File: src/rtl/store_buffer_pkg.sv
// Shared types and helpers for the store buffer: access-size encoding and
// byte-lane mask generation for 32-bit memory accesses.
package store_buffer_pkg;

    typedef enum logic [1:0] {
        SIZE_B    = 2'd0,
        SIZE_H    = 2'd1,
        SIZE_W    = 2'd2,
        SIZE_RSVD = 2'd3
    } mem_size_t;

    // Byte lanes touched by an aligned access; reserved size behaves as a word.
    function automatic logic [3:0] byte_mask(input logic [1:0] a, input logic [1:0] size);
        logic [3:0] m;
        case (mem_size_t'(size))
            SIZE_B:  m = 4'b0001 << a;
            SIZE_H:  m = 4'b0011 << {a[1], 1'b0};
            default: m = 4'b1111;
        endcase
        return m;
    endfunction

endpackage

File: src/rtl/store_buffer_match.sv
// Per-entry comparator: does a buffered store overlap the load under check,
// and does it supply every byte the load needs.
module store_buffer_match
    import store_buffer_pkg::*;
#(
    parameter int ADDR_W = 32
) (
    input  logic              ent_valid,
    input  logic [ADDR_W-1:0] ent_addr,
    input  logic [1:0]        ent_size,
    input  logic [ADDR_W-1:0] ld_addr,
    input  logic [1:0]        ld_size,
    output logic              overlap,
    output logic              covers
);

    logic [3:0] ent_mask;
    logic [3:0] ld_mask;
    logic       same_word;

    assign ent_mask  = byte_mask(ent_addr[1:0], ent_size);
    assign ld_mask   = byte_mask(ld_addr[1:0], ld_size);
    assign same_word = (ent_addr[ADDR_W-1:2] == ld_addr[ADDR_W-1:2]);
    assign overlap   = ent_valid && same_word && (|(ent_mask & ld_mask));
    assign covers    = ((ent_mask & ld_mask) == ld_mask);

endmodule

File: src/rtl/store_buffer.sv
// In-order store buffer between commit and the data-bus write port.
// Drains committed stores FIFO-style, flags loads that overlap buffered
// stores, and reports when it is fully drained for FENCE.
// Optional macro STORE_BUFFER_FWD_EN adds store-to-load forwarding from the
// youngest overlapping entry.
module store_buffer
    import store_buffer_pkg::*;
#(
    parameter int DEPTH  = 4,
    parameter int ADDR_W = 32,
    parameter int DATA_W = 32
) (
    input  logic                     clk,
    input  logic                     reset,
    input  logic [ADDR_W-1:0]        in_addr,
    input  logic [DATA_W-1:0]        in_val,
    input  logic [1:0]               in_size,
    input  logic                     in_valid,
    output logic                     full,
    output logic [ADDR_W-1:0]        wr_addr,
    output logic [DATA_W-1:0]        wr_data,
    output logic [1:0]               wr_size,
    output logic                     wr_valid,
    input  logic                     wr_ready,
    input  logic [ADDR_W-1:0]        ld_addr,
    input  logic [1:0]               ld_size,
    input  logic                     ld_check,
    output logic                     ld_hazard,
    input  logic                     fence_req,
    output logic                     drained,
    output logic [$clog2(DEPTH):0]   count
`ifdef STORE_BUFFER_FWD_EN
    ,
    output logic                     ld_fwd_valid,
    output logic [DATA_W-1:0]        ld_fwd_data
`endif
);

    localparam int PTR_W = $clog2(DEPTH);
    localparam int CNT_W = PTR_W + 1;

    logic [ADDR_W-1:0] addr_q [DEPTH];
    logic [DATA_W-1:0] data_q [DEPTH];
    logic [1:0]        size_q [DEPTH];
    logic [DEPTH-1:0]  valid_q;
    logic [PTR_W-1:0]  wr_ptr_q, wr_ptr_d;
    logic [PTR_W-1:0]  rd_ptr_q, rd_ptr_d;
    logic [CNT_W-1:0]  count_q, count_d;
    logic              push;
    logic              pop;
    logic [DEPTH-1:0]  overlap_vec;
    logic [DEPTH-1:0]  covers_vec;

    // fence_req needs no action here: pushes are never blocked and drained
    // already tells execute when it may proceed.
    logic unused_fence;
    assign unused_fence = fence_req;

    // Reset suppresses both the push and the presented head so nothing
    // escapes while the buffer is being discarded.
    assign full     = (count_q == CNT_W'(DEPTH));
    assign push     = in_valid && !full && !reset;
    assign wr_valid = (count_q != '0) && !reset;
    assign pop      = wr_valid && wr_ready;
    assign wr_addr  = wr_valid ? addr_q[rd_ptr_q] : '0;
    assign wr_data  = wr_valid ? data_q[rd_ptr_q] : '0;
    assign wr_size  = wr_valid ? size_q[rd_ptr_q] : '0;
    assign count    = count_q;
    assign drained  = (count_q == '0) && !push;

    // Next-state for pointers and occupancy.
    always_comb begin
        wr_ptr_d = wr_ptr_q + PTR_W'(push);
        rd_ptr_d = rd_ptr_q + PTR_W'(pop);
        count_d  = count_q + CNT_W'(push) - CNT_W'(pop);
    end

    // Control state: pointers, count and per-entry valid bits.
    always_ff @(posedge clk) begin
        if (reset) begin
            wr_ptr_q <= '0;
            rd_ptr_q <= '0;
            count_q  <= '0;
            valid_q  <= '0;
        end else begin
            wr_ptr_q <= wr_ptr_d;
            rd_ptr_q <= rd_ptr_d;
            count_q  <= count_d;
            if (push) valid_q[wr_ptr_q] <= 1'b1;
            if (pop)  valid_q[rd_ptr_q] <= 1'b0;
        end
    end

    // Entry payload; only meaningful while the matching valid bit is set.
    always_ff @(posedge clk) begin
        if (push) begin
            addr_q[wr_ptr_q] <= in_addr;
            data_q[wr_ptr_q] <= in_val;
            size_q[wr_ptr_q] <= in_size;
        end
    end

    for (genvar g = 0; g < DEPTH; g++) begin : g_match
        store_buffer_match #(
            .ADDR_W (ADDR_W)
        ) u_match (
            .ent_valid (valid_q[g]),
            .ent_addr  (addr_q[g]),
            .ent_size  (size_q[g]),
            .ld_addr   (ld_addr),
            .ld_size   (ld_size),
            .overlap   (overlap_vec[g]),
            .covers    (covers_vec[g])
        );
    end

`ifdef STORE_BUFFER_FWD_EN
    // Right-justify the bytes the load reads out of a lane-aligned word.
    function automatic logic [DATA_W-1:0] fwd_extract(input logic [DATA_W-1:0] lanes,
                                                      input logic [1:0] ofs,
                                                      input logic [1:0] size);
        logic [DATA_W-1:0] shifted;
        shifted = lanes >> {ofs, 3'b000};
        case (mem_size_t'(size))
            SIZE_B:  return shifted & DATA_W'(32'h0000_00FF);
            SIZE_H:  return shifted & DATA_W'(32'h0000_FFFF);
            default: return shifted;
        endcase
    endfunction

    logic             sel_found;
    logic [PTR_W-1:0] sel_idx;
    logic [PTR_W-1:0] scan_idx;
    logic [DATA_W-1:0] lane_data;

    // Youngest-first select: walk back from the most recent push.
    always_comb begin
        sel_found = 1'b0;
        sel_idx   = '0;
        scan_idx  = '0;
        for (int i = 0; i < DEPTH; i++) begin
            scan_idx = wr_ptr_q - PTR_W'(i + 1);
            if (!sel_found && overlap_vec[scan_idx]) begin
                sel_found = 1'b1;
                sel_idx   = scan_idx;
            end
        end
    end

    // Forward when the youngest overlapping store supplies every load byte.
    always_comb begin
        ld_hazard    = 1'b0;
        ld_fwd_valid = 1'b0;
        ld_fwd_data  = '0;
        lane_data    = data_q[sel_idx] << {addr_q[sel_idx][1:0], 3'b000};
        if (ld_check && !reset && sel_found) begin
            if (covers_vec[sel_idx] && (size_q[sel_idx] != SIZE_RSVD)) begin
                ld_fwd_valid = 1'b1;
                ld_fwd_data  = fwd_extract(lane_data, ld_addr[1:0], ld_size);
            end else begin
                ld_hazard = 1'b1;
            end
        end
    end
`else
    logic unused_covers;
    assign unused_covers = ^covers_vec;
    assign ld_hazard     = ld_check && !reset && (|overlap_vec);
`endif

endmodule

File: config.mk
export PLATFORM = sky130hd
export DESIGN_NAME = store_buffer
export DESIGN_NICKNAME = d
export VERILOG_FILES = /design/src/rtl/store_buffer_pkg.sv /design/src/rtl/store_buffer_match.sv /design/src/rtl/store_buffer.sv
export SDC_FILE = /design/constraint.sdc
export NUM_CORES = 1
export LEC_CHECK = 0
export ABC_CLOCK_PERIOD_IN_PS = 3400
export CAP_MARGIN = 25
export CORE_MARGIN = 3
export CORE_UTILIZATION = 40
export CTS_CLUSTER_DIAMETER = 80
export DETAILED_ROUTE_END_ITERATION = 10
export SLEW_MARGIN = 40
export SYNTH_ARGS = -nofsm -noshare
export SYNTH_HDL_FRONTEND = slang
export SYNTH_HIERARCHICAL = 1
export SYNTH_SLANG_ARGS = --single-unit
File: constraint.sdc
create_clock -name clk -period 3.4 [get_ports clk]
set_input_delay 0.68 -clock clk [delete_from_list [all_inputs] [get_ports clk]]
set_output_delay 0.68 -clock clk [all_outputs]
set_load 0.02 [all_outputs]
==> results of run 1 <==
-- layout make-up --
| class | count | share of cell area |
|---|---|---|
| sequential | 275 | 0.529 |
| clock buffer | 37 | 0.0516 |
| inverter | 17 | 0.00438 |
| tap | 384 | 0.0312 |
| antenna | 2 | 0.000325 |
| timing repair buffer | 207 | 0.136 |
| multi-input combinational | 351 | 0.237 |
| clock inverter | 12 | 0.0106 |
-- worst paths after layout --
kind / endpoint / slack [ns] / depth (start not counted)
max reg2reg: count[2] / 1.00 / 10
max: ld_hazard / 0.15 / 10
min reg2reg: valid_q[0] / 0.47 / 2
min: valid_q[0] / 0.47 / 2
-- stage by stage --
step | util | instance area (um2) | setup TNS (ns)
floorplan | - | 12000 | 0
global placement | 0.497 | 14400 | -0.584
detailed placement | 0.497 | 14400 | -0.597
CTS | 0.530 | 15400 | 0
global route | 0.530 | 15400 | 0
finish | 0.530 | 15400 | 0
-- timing repair --
item,4_1_cts,5_1_grt
pin swaps,3,2
setup endpoints to repair,45,1
setup buffers,1,0
resized for setup,33,7
-- critical path: cells and delay by family --
family | cells | cell delay [ns]
AND/OR/NAND/NOR | 4 | 0.77
buffers and inverters | 4 | 0.77
XOR/XNOR | 1 | 0.18
AO/OA/AOI/OAI | 1 | 0.16
-- flip-flops by register name, indices dropped and copies added, names as in the netlist --
register	count
valid_q	4
rd_ptr_q	2
count	3
wr_ptr_q	2
data_q	128
size_q	8
addr_q	128
-- power breakdown --
part	internal, mW	switching (mW)	total (mW)
Combinational	1.03	1.02	2.05
Clock	1.94	1.20	3.14
Sequential	3.88	0.0815	3.96
-- layer usage --
metal / GRT usage / share of wire / vias to the layer above
met5: 0 / 0.0033 / -
met4: 0.0338 / 0.019 / 14
met3: 0.0515 / 0.077 / 51
met2: 0.310 / 0.51 / 197
met1: 0.209 / 0.39 / 3351
li1: - / - / 3022
==> metrics, run 1 <==
vias in the first global route=7420; minimum clock period after layout=3.25 ns; drt via density=around 5.2; FMAX=308 MHz; cts hold-fix bufs=0; routed wire length=27.6 mm; CTS Buffer Depth=3; hold crit path type=flop to flop; count of standard-cell rows=between 60 and 70; Power per Cell Area=594 mW/mm2; final setup fails=0; crit path DAT=around 2.6 ns; status=completed; Remaining DRCs=0; mean area per synthesized cell=approximately 18 um2; Crit Path Class=input port to primary output; placed cells=1233; Max Cap Violations=0; Setup WS post-layout=0.151 ns; initial antenna violation count=8; Starting Density=0.412; Die Area=0.0321 mm2; Slew Limit Fails=0; Slew HR=0.682; DR pass1 iterations=4; HPWL Detailed=18.4 mm; CTS Buf Count=29; critical path's largest stage delay=between 0.3 and 0.4 ns; beginning of the worst hold path=valid_q[0]; vias=6635; chip width=179 um; syn nets=779; post-synthesis cell count=between 600 and 700; most frequent cells in the layout=edfxtp_1 (264), clkdlybuf4s50_1 (144), xnor2_1 (126); critical path startpoint=ld_addr[15]; Req. time, crit path=approximately 2.7 ns; Tot GR Track Use=0.173; worst-margin pin slew=0.475 ns; Final Hold Fails=0; clk_lat worst skew=0.54 ns; Pwr Total=approximately 9 mW; GP Congestion=just over 0.8; Post-DRT Antenna Nets=0; Die Height=about 180 um; io pins=179; GRT overflow=0; startpoint types=input port; final worst path period share=0.956; Worst Setup End Kind=primary output; worst-path fanout max=4; worst vdd ir=520 uV; RSZ-0062 raised after global routing=false; Slowest-stage cell, CP=nor4_2; Layout Skew=0.00798 ns; post-synthesis cell area=between 0.01 and 0.015 mm2; Area Overhead vs Synth=28.6%; CTS tree=built; largest net degree at the start of global routing=46; Initial DRC Count=324; core area=0.0291 mm2; commonest non-fill, non-tap cell in the layout=edfxtp_1; register area=0.00816 mm2; WHS=0.473 ns; filler cell count=~2400; Layout Nets=around 1000; CTS Root Cell=clkbuf_16; Leak Pwr=about 4.9 nW; H-tree Lvls=1; RR Startpoint=count[1]; layout cells sized above 1=0.167; TritonCTS Sinks=approximately 280; buffers added on ports=177; Synthesis Warnings=6; crit-path cells=dlygate4sd2_1, buf_4, xnor2_1, nand3_1, nor4_2, buf_4, o311a_1, or4_4, and3_1, buf_2; clk slew on worst S/H paths=0.06 ns; cell mode on critical path=buf_4; area of the multi-input gates=between 0.003 and 0.004 mm2; pre-CTS setup slack=-0.597 ns; DR WL/cell=approximately 21 um; first-pass GRT wire length=about 42 mm; Non-Filler Instances=1285
(Power assumes the default switching activity.)
==> inputs of run 2 (changes only) <==
- ABC_AREA: not set -> 1
- CELL_PAD_IN_SITES_DETAIL_PLACEMENT: not set -> 1
- CELL_PAD_IN_SITES_GLOBAL_PLACEMENT: not set -> 1
- PLACE_DENSITY_LB_ADDON: not set -> 0.1
==> metrics, run 2 <==
minimum clock period after layout=3.39 ns; Crit Path Class=input port to primary output; biggest regs=addr_q (128), data_q (128), size_q (8); WHS Path Cells=4; first-pass GRT wire length=between 60 and 70 mm; Clock power frac=0.333; worst vdd ir=463 uV; GRT overflow=0; vias=11100; Die Height=around 190 um; Remaining DRCs=0; WHS=0.555 ns; Slew Limit Fails=0; Layout Nets=2001; most frequent cells in the layout=nand2_1 (764), inv_1 (293), edfxtp_1 (264); worst-path fanout max=4; Tot GR Track Use=0.224; Fin Setup TNS=0 ns; chip width=around 190 um; status=completed; pre-CTS setup slack=-0.407 ns; r2r setup slk=0.91 ns; initial antenna violation count=5; Die Area=roughly 0.037 mm2; syn nets=roughly 1800; largest net degree at the start of global routing=55; final setup fails=0; clk_lat worst skew=0.55 ns; mean area per synthesized cell=8.15 um2; Worst Setup End Kind=primary output; Comb pwr share=0.264; Hold EP=valid_q[3]; count of standard-cell rows=67; Final Hold Fails=0; io pins=179; GP Congestion=0.780; Pwr Total=9.92 mW; RR Startpoint=count[1]; Seq pwr share=0.403; final core utilization=0.516; TritonCTS Sinks=275; HPWL Detailed=27.8 mm; CTS Root Cell=clkbuf_16; CTS Buffer Depth=3; Net Sw Frac=0.307; core area=0.0337 mm2; worst-margin pin slew=~0.45 ns; DR pass1 iterations=5; CTS Buf Count=30; Max Cap Violations=0; worst r2r dst=count[2]; Synthesis Warnings=6; clk slew on worst S/H paths=0.06 ns; Starting Density=0.408; Setup WS post-layout=0.0144 ns; post-synthesis cell area=0.0138 mm2; Power per Cell Area=570 mW/mm2; final worst path period share=0.996; Internal=6.87 mW; H-tree Lvls=1; DR WL/cell=17.2 um; post-synthesis cell count=1688; Post-DRT Antenna Nets=0; Initial DRC Count=around 560; startpoint types=input port; commonest non-fill, non-tap cell in the layout=nand2_1; layout cells sized above 1=0.0476; P_sw=3.05 mW; RSZ-0062 raised after global routing=true; beginning of the worst hold path=valid_q[3]; Area Overhead vs Synth=26.4%; reg2reg path depth=12; crit path DAT=2.71 ns; routed wire length=40.7 mm; vias in the first global route=11700; drt via density=roughly 4.7; hold crit path type=flop to flop; Leak Pwr=8.14 nW; FMAX=295 MHz; CTS tree=built; Req. time, crit path=2.72 ns; buffers added on ports=177; Layout Skew=0.00846 ns; Slew HR=0.697
## run 2: area by class of cell
type / count / area, um2
sequential: 275 / 8150
fill: 4023 / 16300
multi-input combinational: 1077 / 4360
antenna: 1 / 2.50
tap: 448 / 561
clock buffer: 35 / 791
clock inverter: 20 / 209
inverter: 299 / 1120
timing repair buffer: 207 / 2200
## run 2: worst max-delay path, cell delays in order
cell             delay (ns)
clkdlybuf4s50_1        0.61
xnor2_1                0.16
nand2_1                0.11
nor2_1                 0.14
nand2_1                0.14
nor2_1                 0.13
nand2_1                0.07
nor2_1                 0.09
nor4_1                 0.06
buf_4                  0.15
nor2_1                 0.08
clkdlybuf4s15_2        0.27
## run 2: what timing repair did
item,4_1_cts,5_1_grt
setup buffers,0,0
hold buffers,0,0
resized for setup,18,16
pin swaps,0,0
setup endpoints to repair,6,12
## run 2: layer usage
metal / share of wire / global-route usage
met5: 0.0011 / 0
met4: 0.023 / 0.0531
met3: 0.049 / 0.0374
met2: 0.50 / 0.407
met1: 0.42 / 0.277
## run 2: worst max-delay path by stage
| stage | start | to | slack (ns) | cells after the start |
|---|---|---|---|---|
| final | ld_addr[11] | ld_hazard | 0.01 | 12 |
| after global routing | ld_addr[10] | ld_hazard | -0.05 | 14 |
| after CTS | ld_addr[22] | ld_hazard | -0.01 | 12 |
| after detailed placement | ld_addr[3] | ld_hazard | -0.41 | 15 |
| after global placement | ld_addr[15] | ld_hazard | -0.32 | 15 |
| after floorplan | reset | addr_q[0][0] | 0.44 | 4 |
## run 2: through the flow
step	std cells	instance area, um2
5_1_grt	2362	17400
3_5_place_dp	2306	16400
4_1_cts	2361	17400
6_report	2362	17400
2_1_floorplan	1688	13800
3_3_place_gp	2306	16400
## run 2: power by group through the flow
stage	combinational [mW]	clock [mW]	sequential, mW
after floorplan	1.35	0	4.06
after global routing	2.90	3.53	4.01
after CTS	2.67	3.38	3.99
after global placement	2.60	0	4.06
after detailed placement	2.66	0	4.06
final	2.62	3.30	3.99
==> inputs of run 3 (changes only) <==
- CAP_MARGIN: 25 -> not set
- CORE_UTILIZATION: 40 -> 42
==> metrics, run 3 (synthesis gave the netlist of run 2 again) <==
clk_lat worst skew=0.51 ns; Die Height=between 150 and 200 um; TritonCTS Sinks=around 280; Max Cap Violations=0; chip width=between 150 and 200 um; worst-margin pin slew=0.498 ns; minimum clock period after layout=between 3 and 4 ns; largest net degree at the start of global routing=47; crit path DAT=2.55 ns; Die Area=about 0.035 mm2; Layout Nets=2003; final setup fails=0; Placed Area=0.0163 mm2; CTS tree=built; initial antenna violation count=6; commonest non-fill, non-tap cell in the layout=nand2_1; WHS=0.525 ns; core area=0.0320 mm2; critical path's largest stage delay=0.46 ns; count of standard-cell rows=65; Slew Limit Fails=0; cell family with most CP delay=buffers and inverters; DR pass1 iterations=4; Power per Cell Area=just under 600 mW/mm2; io pins=179; postcts setup bufs=0; register area=0.00815 mm2; crit-path cells=clkdlybuf4s50_1, buf_4, xnor2_1, nand2_1, nor2_2, nand2_1, nor2_1, nand2_1, nor2_2, nor4_4, buf_4, nor2_1, buf_4; most frequent cells in the layout=nand2_1 (765), inv_1 (293), edfxtp_1 (264); Buf+Inv Stages, Crit Path=4; Post-DRT Antenna Nets=0; DR WL/cell=17.6 um; CTS Buf Count=34; biggest regs=addr_q (128), data_q (128), size_q (8); Req. time, crit path=between 2 and 3 ns; HPWL Detailed=28.0 mm; Initial DRC Count=551; first-pass GRT wire length=65.3 mm; H-tree Lvls=2; hold crit path type=flop to flop; Starting Density=0.431; CTS Root Cell=clkbuf_16; final worst path period share=0.951; Final Cell Area=between 0.015 and 0.02 mm2; filler cell count=3767; RSZ-0062 raised after global routing=false; routed wire length=41.5 mm; worst-path fanout max=4; Pwr Total=slightly above 10 mW; Slew HR=0.668; GP Congestion=0.795; final core utilization=0.548; Leak Pwr=about 8.2 nW; drt via density=4.77; worst vdd ir=589 uV; Non-Filler Instances=2353; vias in the first global route=12300; Tot GR Track Use=0.236; layout cells sized above 1=0.0516; Final Hold Fails=0; area of the multi-input gates=0.00438 mm2; Layout Skew=0.0214 ns; placed cells=2291; FMAX=309 MHz; startpoint types=input port; Crit Path Class=input port to primary output; Worst Setup End Kind=primary output; clk slew on worst S/H paths=about 0.050 ns; status=completed; Slowest-stage cell, CP=clkdlybuf4s50_1; buffers added on ports=177; Remaining DRCs=0; Area Overhead vs Synth=27.4%; CTS Buffer Depth=3; vias=11200; GRT overflow=0
==> run 3: changes by cell type in the layout (fill, tap and decap cells not counted), moves of 2 or more <==
cell,delta
clkdlybuf4s50_1,-7
buf_4,-3
nor2_1,-5
dlymetal6s2s_1,-8
dlygate4sd2_1,+15
clkinvlp_4,-3
clkinv_8,+2
clkbuf_8,+2
nor2_2,+4
clkbuf_16,+4
==> run 3: layer usage <==
layer  track usage  up-vias  part of all wire
met5             0        -            0.0014
met4        0.0582        6             0.020
met3        0.0465       68             0.046
met2         0.441      228              0.52
met1         0.278     5418              0.41
li1              -     5512                 -
==> run 3: report_power, final <==
group          internal, mW  switching [mW]  total, mW
clock network          2.32            1.40       3.72
registers              3.90          0.0929       3.99
logic                  1.04            1.62       2.66
total                  7.25            3.11       10.4
==> run 3: what timing repair did <==
item | 4_1_cts | 5_1_grt
pin swaps | 3 | 3
setup endpoints to repair | 8 | 9
resized for setup | 35 | 15
hold buffers | 0 | 0
==> run 3: path summary, 6_finish.rpt <==
| kind | start | to | slack, ns | cells after the start |
|---|---|---|---|---|
| worst max-delay path | ld_addr[12] | ld_hazard | 0.17 | 13 |
| worst min register to register | valid_q[2] | valid_q[2] | 0.52 | 4 |
| worst min-delay path | valid_q[2] | valid_q[2] | 0.52 | 4 |
| worst max register to register | count[1] | count[2] | 0.91 | 12 |
==> run 3: per-stage QoR <==
| step | setup TNS [ns] | worst slack (ns) |
|---|---|---|
| floorplan | 0 | 0.443 |
| detailed placement | -0.561 | -0.561 |
| finish | 0 | 0.166 |
| global placement | -0.537 | -0.537 |
| global route | 0 | 0.00253 |
| CTS | 0 | 0.00493 |
==> run 3: area by class of cell <==
class | instances | share of cell area
multi-input combinational | 1077 | 0.250
timing repair buffer | 205 | 0.123
antenna | 1 | 0.000143
sequential | 275 | 0.465
clock inverter | 19 | 0.0138
clock buffer | 42 | 0.0526
tap | 435 | 0.0311
inverter | 299 | 0.0642
==> run 3: worst reg2reg max path, stage by stage (launching register included) <==
cell     delay [ns]
dfxtp_1        0.43
nor2_1         0.09
nand2_1        0.23
nand2_4        0.11
buf_12         0.20
nor2_1         0.23
ha_1           0.28
inv_1          0.06
ha_1           0.13
inv_1          0.04
fa_1           0.37
o21ai_0        0.17
a21oi_1        0.05
